===== src/rtl/crc_check_if.sv =====
// Frame-in / verdict-out bundle between the link receive register and the CRC checker.
interface crc_check_if;
    logic         we;
    logic [127:0] dataIn;
    logic [95:0]  data;
    logic [15:0]  q;
    logic         rdy;
    logic         ok;
    logic         err;
    logic         busy;
    logic [7:0]   errCnt;

    modport master (
        output we, dataIn,
        input  data, q, rdy, ok, err, busy, errCnt
    );

    modport slave (
        input  we, dataIn,
        output data, q, rdy, ok, err, busy, errCnt
    );
endinterface


===== src/rtl/crc_check.sv =====
// Receive-side CRC-16-CCITT checker: folds the 96-bit payload NUMB bits per clock,
// then compares against the carried CRC and checks the reserved field.
module crc_check #(
    parameter int unsigned NUMB = 16
) (
    input  logic       clk,
    input  logic       rst,
    crc_check_if.slave bus
);

    localparam int unsigned PAY_W  = 96;
    localparam int unsigned CRC_W  = 16;
    localparam int unsigned NCHUNK = PAY_W / NUMB;
    localparam int unsigned CNT_W  = (NCHUNK > 1) ? $clog2(NCHUNK) : 1;
    localparam logic [CNT_W-1:0] LAST_CNT = CNT_W'(NCHUNK - 1);
    localparam logic [CRC_W-1:0] POLY     = 16'h1021;
    localparam logic [CRC_W-1:0] CRC_INIT = 16'hFFFF;

    typedef enum logic [1:0] {
        S_IDLE = 2'd0,
        S_CALC = 2'd1,
        S_DONE = 2'd2
    } state_t;

    state_t           state_q, state_d;
    logic [127:0]     frame_q, frame_d;
    logic [CRC_W-1:0] crc_q, crc_d;
    logic [CNT_W-1:0] cnt_q, cnt_d;
    logic [CRC_W-1:0] q_q, q_d;
    logic             ok_q, ok_d;
    logic             err_q, err_d;
    logic             rdy_q, rdy_d;
    logic             busy_q, busy_d;
    logic [7:0]       errcnt_q, errcnt_d;

    logic [6:0]       shamt;
    logic [PAY_W-1:0] pay_shifted;
    logic [NUMB-1:0]  chunk;
    logic [CRC_W-1:0] crc_next;
    logic             pass;

    // Unrolled bit-serial CRC update, MSB of the chunk first.
    function automatic logic [CRC_W-1:0] fold(input logic [CRC_W-1:0] c_in,
                                              input logic [NUMB-1:0]  d);
        logic [CRC_W-1:0] c;
        logic             fb;
        c = c_in;
        for (int i = int'(NUMB) - 1; i >= 0; i--) begin
            fb = c[CRC_W-1] ^ d[i];
            c  = {c[CRC_W-2:0], 1'b0} ^ (fb ? POLY : 16'h0000);
        end
        return c;
    endfunction

    // Chunk k sits at payload[95-k*NUMB -: NUMB]; shift it up to the top.
    always_comb begin
        shamt       = 7'(32'(cnt_q) * NUMB);
        pay_shifted = frame_q[127:32] << shamt;
        chunk       = pay_shifted[PAY_W-1 -: NUMB];
        crc_next    = fold(crc_q, chunk);
        pass        = (crc_next == frame_q[31:16]) && (frame_q[15:0] == 16'h0000);
    end

    always_ff @(posedge clk or negedge rst) begin
        if (!rst) state_q <= S_IDLE;
        else      state_q <= state_d;
    end

    always_comb begin
        state_d = state_q;
        case (state_q)
            S_IDLE:  if (bus.we) state_d = S_CALC;
            S_CALC:  if (cnt_q == LAST_CNT) state_d = S_DONE;
            S_DONE:  state_d = S_IDLE;
            default: state_d = S_IDLE;
        endcase
    end

    // Datapath and verdict; verdict registers hold until the next capture clears them.
    always_comb begin
        frame_d  = frame_q;
        crc_d    = crc_q;
        cnt_d    = cnt_q;
        q_d      = q_q;
        ok_d     = ok_q;
        err_d    = err_q;
        rdy_d    = 1'b0;
        busy_d   = busy_q;
        errcnt_d = errcnt_q;
        case (state_q)
            S_IDLE: begin
                busy_d = 1'b0;
                if (bus.we) begin
                    frame_d = bus.dataIn;
                    crc_d   = CRC_INIT;
                    cnt_d   = '0;
                    q_d     = '0;
                    ok_d    = 1'b0;
                    err_d   = 1'b0;
                    busy_d  = 1'b1;
                end
            end
            S_CALC: begin
                busy_d = 1'b1;
                crc_d  = crc_next;
                cnt_d  = cnt_q + CNT_W'(1);
                if (cnt_q == LAST_CNT) begin
                    cnt_d = '0;
                    q_d   = crc_next;
                    ok_d  = pass;
                    err_d = !pass;
                    rdy_d = 1'b1;
                    if (!pass && (errcnt_q != 8'hFF)) errcnt_d = errcnt_q + 8'd1;
                end
            end
            S_DONE: begin
                busy_d = 1'b0;
            end
            default: begin
                busy_d = 1'b0;
            end
        endcase
    end

    always_ff @(posedge clk or negedge rst) begin
        if (!rst) begin
            frame_q  <= '0;
            crc_q    <= '0;
            cnt_q    <= '0;
            q_q      <= '0;
            ok_q     <= 1'b0;
            err_q    <= 1'b0;
            rdy_q    <= 1'b0;
            busy_q   <= 1'b0;
            errcnt_q <= '0;
        end else begin
            frame_q  <= frame_d;
            crc_q    <= crc_d;
            cnt_q    <= cnt_d;
            q_q      <= q_d;
            ok_q     <= ok_d;
            err_q    <= err_d;
            rdy_q    <= rdy_d;
            busy_q   <= busy_d;
            errcnt_q <= errcnt_d;
        end
    end

    assign bus.data   = frame_q[127:32];
    assign bus.q      = q_q;
    assign bus.ok     = ok_q;
    assign bus.err    = err_q;
    assign bus.rdy    = rdy_q;
    assign bus.busy   = busy_q;
    assign bus.errCnt = errcnt_q;

endmodule


===== src/flat_wrapper.sv =====
// flat-port wrapper written by rule: the top's interface ports become plain ports
module crc_check_flat 
#(
    parameter int unsigned NUMB = 16
)
  (clk, rst, bus_we, bus_dataIn, bus_data, bus_q, bus_rdy, bus_ok, bus_err, bus_busy, bus_errCnt);
  crc_check_if bus_i ();
  input  logic clk;
  input  logic rst;
  input wire logic [$bits(bus_i.we)-1:0] bus_we;
  input wire logic [$bits(bus_i.dataIn)-1:0] bus_dataIn;
  output wire logic [$bits(bus_i.data)-1:0] bus_data;
  output wire logic [$bits(bus_i.q)-1:0] bus_q;
  output wire logic [$bits(bus_i.rdy)-1:0] bus_rdy;
  output wire logic [$bits(bus_i.ok)-1:0] bus_ok;
  output wire logic [$bits(bus_i.err)-1:0] bus_err;
  output wire logic [$bits(bus_i.busy)-1:0] bus_busy;
  output wire logic [$bits(bus_i.errCnt)-1:0] bus_errCnt;
  assign bus_i.we = bus_we;
  assign bus_i.dataIn = bus_dataIn;
  assign bus_data = bus_i.data;
  assign bus_q = bus_i.q;
  assign bus_rdy = bus_i.rdy;
  assign bus_ok = bus_i.ok;
  assign bus_err = bus_i.err;
  assign bus_busy = bus_i.busy;
  assign bus_errCnt = bus_i.errCnt;
  crc_check #(.NUMB(NUMB)) u_core (.clk(clk), .rst(rst), .bus(bus_i));
endmodule

===== config.mk =====
export PLATFORM = sky130hd
export DESIGN_NAME = crc_check_flat
export DESIGN_NICKNAME = d
export VERILOG_FILES = /design/src/rtl/crc_check_if.sv /design/src/rtl/crc_check.sv /design/src/flat_wrapper.sv
export SDC_FILE = /design/constraint.sdc
export NUM_CORES = 1
export LEC_CHECK = 0
export ABC_AREA = 1
export CAP_MARGIN = 40
export CORE_MARGIN = 2
export CORE_UTILIZATION = 40
export DETAILED_ROUTE_END_ITERATION = 8
export HOLD_SLACK_MARGIN = 0.02
export PLACE_DENSITY_LB_ADDON = 0.15
export SETUP_SLACK_MARGIN = 0.5
export SLEW_MARGIN = 20
export SYNTH_ARGS = -nofsm -noshare
export SYNTH_HDL_FRONTEND = slang
export SYNTH_SLANG_ARGS = --single-unit

===== constraint.sdc =====
create_clock -name clk -period 3.5 [get_ports clk]
set_clock_uncertainty 0.2 [all_clocks]
set_input_delay 1.05 -clock clk [delete_from_list [all_inputs] [get_ports clk]]
set_output_delay 1.05 -clock clk [all_outputs]
set_load 0.02 [all_outputs]

==> out/summary.txt <==
Number of nets in the synthesized netlist = 1462
Number of standard cells after synthesis = 1330
Mean area per synthesized cell = 7.45 sq um
Met1 track demand over resource in global routing = 34.0%
Post-synth ARST share = 100%
Crit Path Category = reg -> reg
Remaining global-route overflow = 0
Largest net degree at the start of global routing = 80
Number of levels in the clock H-tree = 4
Clock Tree Root = sky130_fd_sc_hd__clkbuf_16
Input/output buffers = 254
Worst slack at placement = 0.189 ns
Inserted Clock Buffers = 17
Slew at the pin closest to its max-slew limit = 0.567 ns
Routability congestion estimate from global placement = 0.887
Most congested layer reported by global routing = met2
Detailed Route WL = 31.6 mm
Number of clock sinks = 177
Insertion delay of the later-clocked pin in the worst-skew pair = 0.45 ns
CTS tree = built
Floorplan die area = 26100 sq um
Final TNS setup = 0 ns
Synth Warn # = 0
Type of the tightest min-delay check = reg -> reg
Commonest non-fill, non-tap cell in the layout = sky130_fd_sc_hd__nand2_1
Highest clock frequency the design can meet = 0.311 GHz
Average routed wire per standard cell = 17.0 um
Required @ worst endpoint = 3.62 ns
Total track usage = 24.5%
DR vias/cell = 4.93
Number of nets in the finished design = 1658
Initial antenna violation count = 0
Count of maximum capacitance violations = 0
Number of library cell types mapped by synthesis = 36
Met2 track utilization from global routing = 38.7%
Data arrival time at the worst-slack endpoint = 3.34 ns
Sum of net half-perimeters after detailed placement = 22.8 mm
Critical path launch point type = flop
Total inserted antenna cells = 0
Final worst-path setup slack = 0.285 ns
Flops & latches, synth = 177
I/O pin cnt = 255
Synth Flop Type = sky130_fd_sc_hd__dfrtp_1
Post-route standard cell area excluding fillers = 14000 sq um
Worst hold slack after final layout = 0.278 ns
Chip Width = 161 um
Type of element capturing the critical path = flop
Worst max-slew margin expressed relative to the limit = 62.0%
Final Max Slew Viols = 0
Final worst path period share = 91.9%
Via count = 9189
Maximum number of buffers from clock root to sink = 2
RSZ-0062 raised after global routing = yes
Number of nets with antenna violations after detailed routing = 0
Number of inserted filler cells in the final layout = 2222
Shortest period the worst path allows = 3.21 ns
Hold Violations, Final = 0
Fraction of layout cells with a size suffix above 1 = 18.6%
Placeable core area = 24300 sq um
First-pass GRT wire length = 49.5 mm
Cell area after synthesis = 9910 sq um
Iteration count of the initial detailed-routing pass = 5
Number of endpoints failing setup at the final stage = 0
Placed standard-cell area = 12100 sq um
Clock-pin transition on the worst setup and hold timing paths = 0.08 ns
Starting utilization of the core area = 40.8%
Number of global-route vias before repair = 8990
Cts hold-fix bufs = 0
Synth-to-layout area growth = 40.7%
Die height = 161 um
Cell row count = 57
Sequential cell area fraction in the yosys report = 44.7%
Remaining routing DRC violations = 0
First DRT Iteration DRCs = 684
Status = finished clean
Most frequent cells in the layout = sky130_fd_sc_hd__nand2_1, sky130_fd_sc_hd__clkdlybuf4s50_1, sky130_fd_sc_hd__dfrtp_1
Routing usage on met3 = 4.96%
Biggest fanout along the worst timing path = 8
Post-synth EDFFs = 0
[worst max-delay path, cell delays in order (launching register included)]
cell and delay (ns):
sky130_fd_sc_hd__dfrtp_2 0.46, sky130_fd_sc_hd__buf_6 0.16, sky130_fd_sc_hd__buf_12 0.15, sky130_fd_sc_hd__nand2_8 0.08
sky130_fd_sc_hd__nor2_4 0.04, sky130_fd_sc_hd__nor2_4 0.14, sky130_fd_sc_hd__nand3_4 0.10, sky130_fd_sc_hd__nand3b_1 0.12
sky130_fd_sc_hd__nand2_2 0.10, sky130_fd_sc_hd__nand2_4 0.08, sky130_fd_sc_hd__inv_2 0.04, sky130_fd_sc_hd__nor2_4 0.14
sky130_fd_sc_hd__nand2_4 0.10, sky130_fd_sc_hd__nand2_8 0.12, sky130_fd_sc_hd__nand2_8 0.08, sky130_fd_sc_hd__nand2_8 0.09
sky130_fd_sc_hd__nand2_2 0.05, sky130_fd_sc_hd__nand2_2 0.08, sky130_fd_sc_hd__nand3_2 0.09, sky130_fd_sc_hd__nor2_4 0.14
sky130_fd_sc_hd__nand3_4 0.09, sky130_fd_sc_hd__nor2_4 0.19, sky130_fd_sc_hd__nor2_4 0.08, sky130_fd_sc_hd__nand4_1 0.09
sky130_fd_sc_hd__nand2_1 0.06
[sequential cells by signal, summed over array words and instances (netlist names), 2 cells and up]
register           count
u_core.frame_q       128
u_core.bus.q          16
u_core.crc_q          16
u_core.bus.errCnt      8
u_core.cnt_q           3
u_core.state_q         2
[cells by family after synthesis]
logic type,synth area share [%]
AOI/OAI and AO/OA,6.64
xor gates and xnor gates,0.871
adders and majority gates,0.126
buffers and inverters,14.4
DFF,44.7
and+or+nand+nor,33.3
[final cells by class]
type                       count  area, sq um  share of cell area [%]
multi-input combinational    888         4740                    33.9
inverter                     124          474                    3.40
tap                          324          405                    2.91
timing repair buffer         318         3270                    23.4
sequential                   177         4430                    31.8
clock buffer                  17          425                    3.05
clock inverter                15          209                    1.50
[cells in the mapped netlist, types with 2 or more instances]
| cell type | instances | area [sq um] |
|---|---|---|
| sky130_fd_sc_hd__nand4_1 | 17 | 106 |
| sky130_fd_sc_hd__o21ai_0 | 90 | 450 |
| sky130_fd_sc_hd__xnor2_1 | 3 | 26.3 |
| sky130_fd_sc_hd__nand2_1 | 556 | 2090 |
| sky130_fd_sc_hd__nor3_1 | 2 | 10.0 |
| sky130_fd_sc_hd__buf_4 | 98 | 736 |
| sky130_fd_sc_hd__a21oi_1 | 5 | 25.0 |
| sky130_fd_sc_hd__buf_1 | 3 | 11.3 |
| sky130_fd_sc_hd__nor4_1 | 4 | 25.0 |
| sky130_fd_sc_hd__buf_8 | 2 | 30.0 |
| sky130_fd_sc_hd__a22oi_1 | 3 | 22.5 |
| sky130_fd_sc_hd__dfrtp_1 | 177 | 4430 |
| sky130_fd_sc_hd__nand3b_1 | 5 | 37.5 |
| sky130_fd_sc_hd__inv_2 | 10 | 37.5 |
| sky130_fd_sc_hd__nand3_2 | 10 | 100 |
| sky130_fd_sc_hd__nand2_4 | 6 | 67.6 |
| sky130_fd_sc_hd__buf_6 | 4 | 45.0 |
| sky130_fd_sc_hd__nand3_1 | 100 | 500 |
| sky130_fd_sc_hd__buf_2 | 7 | 35.0 |
| sky130_fd_sc_hd__nand2_2 | 30 | 188 |
| sky130_fd_sc_hd__nor2_2 | 5 | 31.3 |
| sky130_fd_sc_hd__clkbuf_1 | 28 | 105 |
| sky130_fd_sc_hd__o211ai_1 | 11 | 82.6 |
| sky130_fd_sc_hd__o211ai_2 | 3 | 37.5 |
| sky130_fd_sc_hd__nor2_4 | 5 | 56.3 |
| sky130_fd_sc_hd__nor2_1 | 18 | 67.6 |
| sky130_fd_sc_hd__o22ai_1 | 3 | 18.8 |
| sky130_fd_sc_hd__inv_1 | 110 | 413 |
| sky130_fd_sc_hd__clkinv_1 | 4 | 15.0 |
| sky130_fd_sc_hd__xor2_1 | 5 | 43.8 |
[per-layer routing]
layer	part of all wire (%)	wire length, um
met5	0	0
met1	46	14400
met2	46	14500
met3	6.3	1990
met4	2.2	700
[per-stage QoR]
step / utilization, % / std cells
after global routing: 57.4 / 1863
after floorplan: - / 1330
final: 57.4 / 1863
after global placement: 49.9 / 1785
after detailed placement: 49.9 / 1785
after CTS: 55.5 / 1848
[final timing paths]
check	from	to	slack, ns	cells past startpoint
hold reg to reg	u_core.frame_q[13]	u_core.frame_q[13]	0.28	2
min in group asynchronous	rst	u_core.frame_q[99]	0.31	1
setup / recovery	u_core.cnt_q[0]	u_core.bus.errCnt[2]	0.29	24
setup reg to reg	u_core.cnt_q[0]	u_core.bus.errCnt[2]	0.29	24
max in group asynchronous	rst	u_core.frame_q[66]	2.03	2
hold / removal	u_core.frame_q[13]	u_core.frame_q[13]	0.28	2
[what timing repair did]
item                       4_1_cts  5_1_grt
buffers inserted                26       14
setup endpoints to repair       10       12
gates cloned                     5        1
pin swaps                       19       61
gates resized for setup         95       83
Power is left out: the tool's default activity adds up to more than one toggle a clock period on the data nets, which glitch-free logic cannot reach.
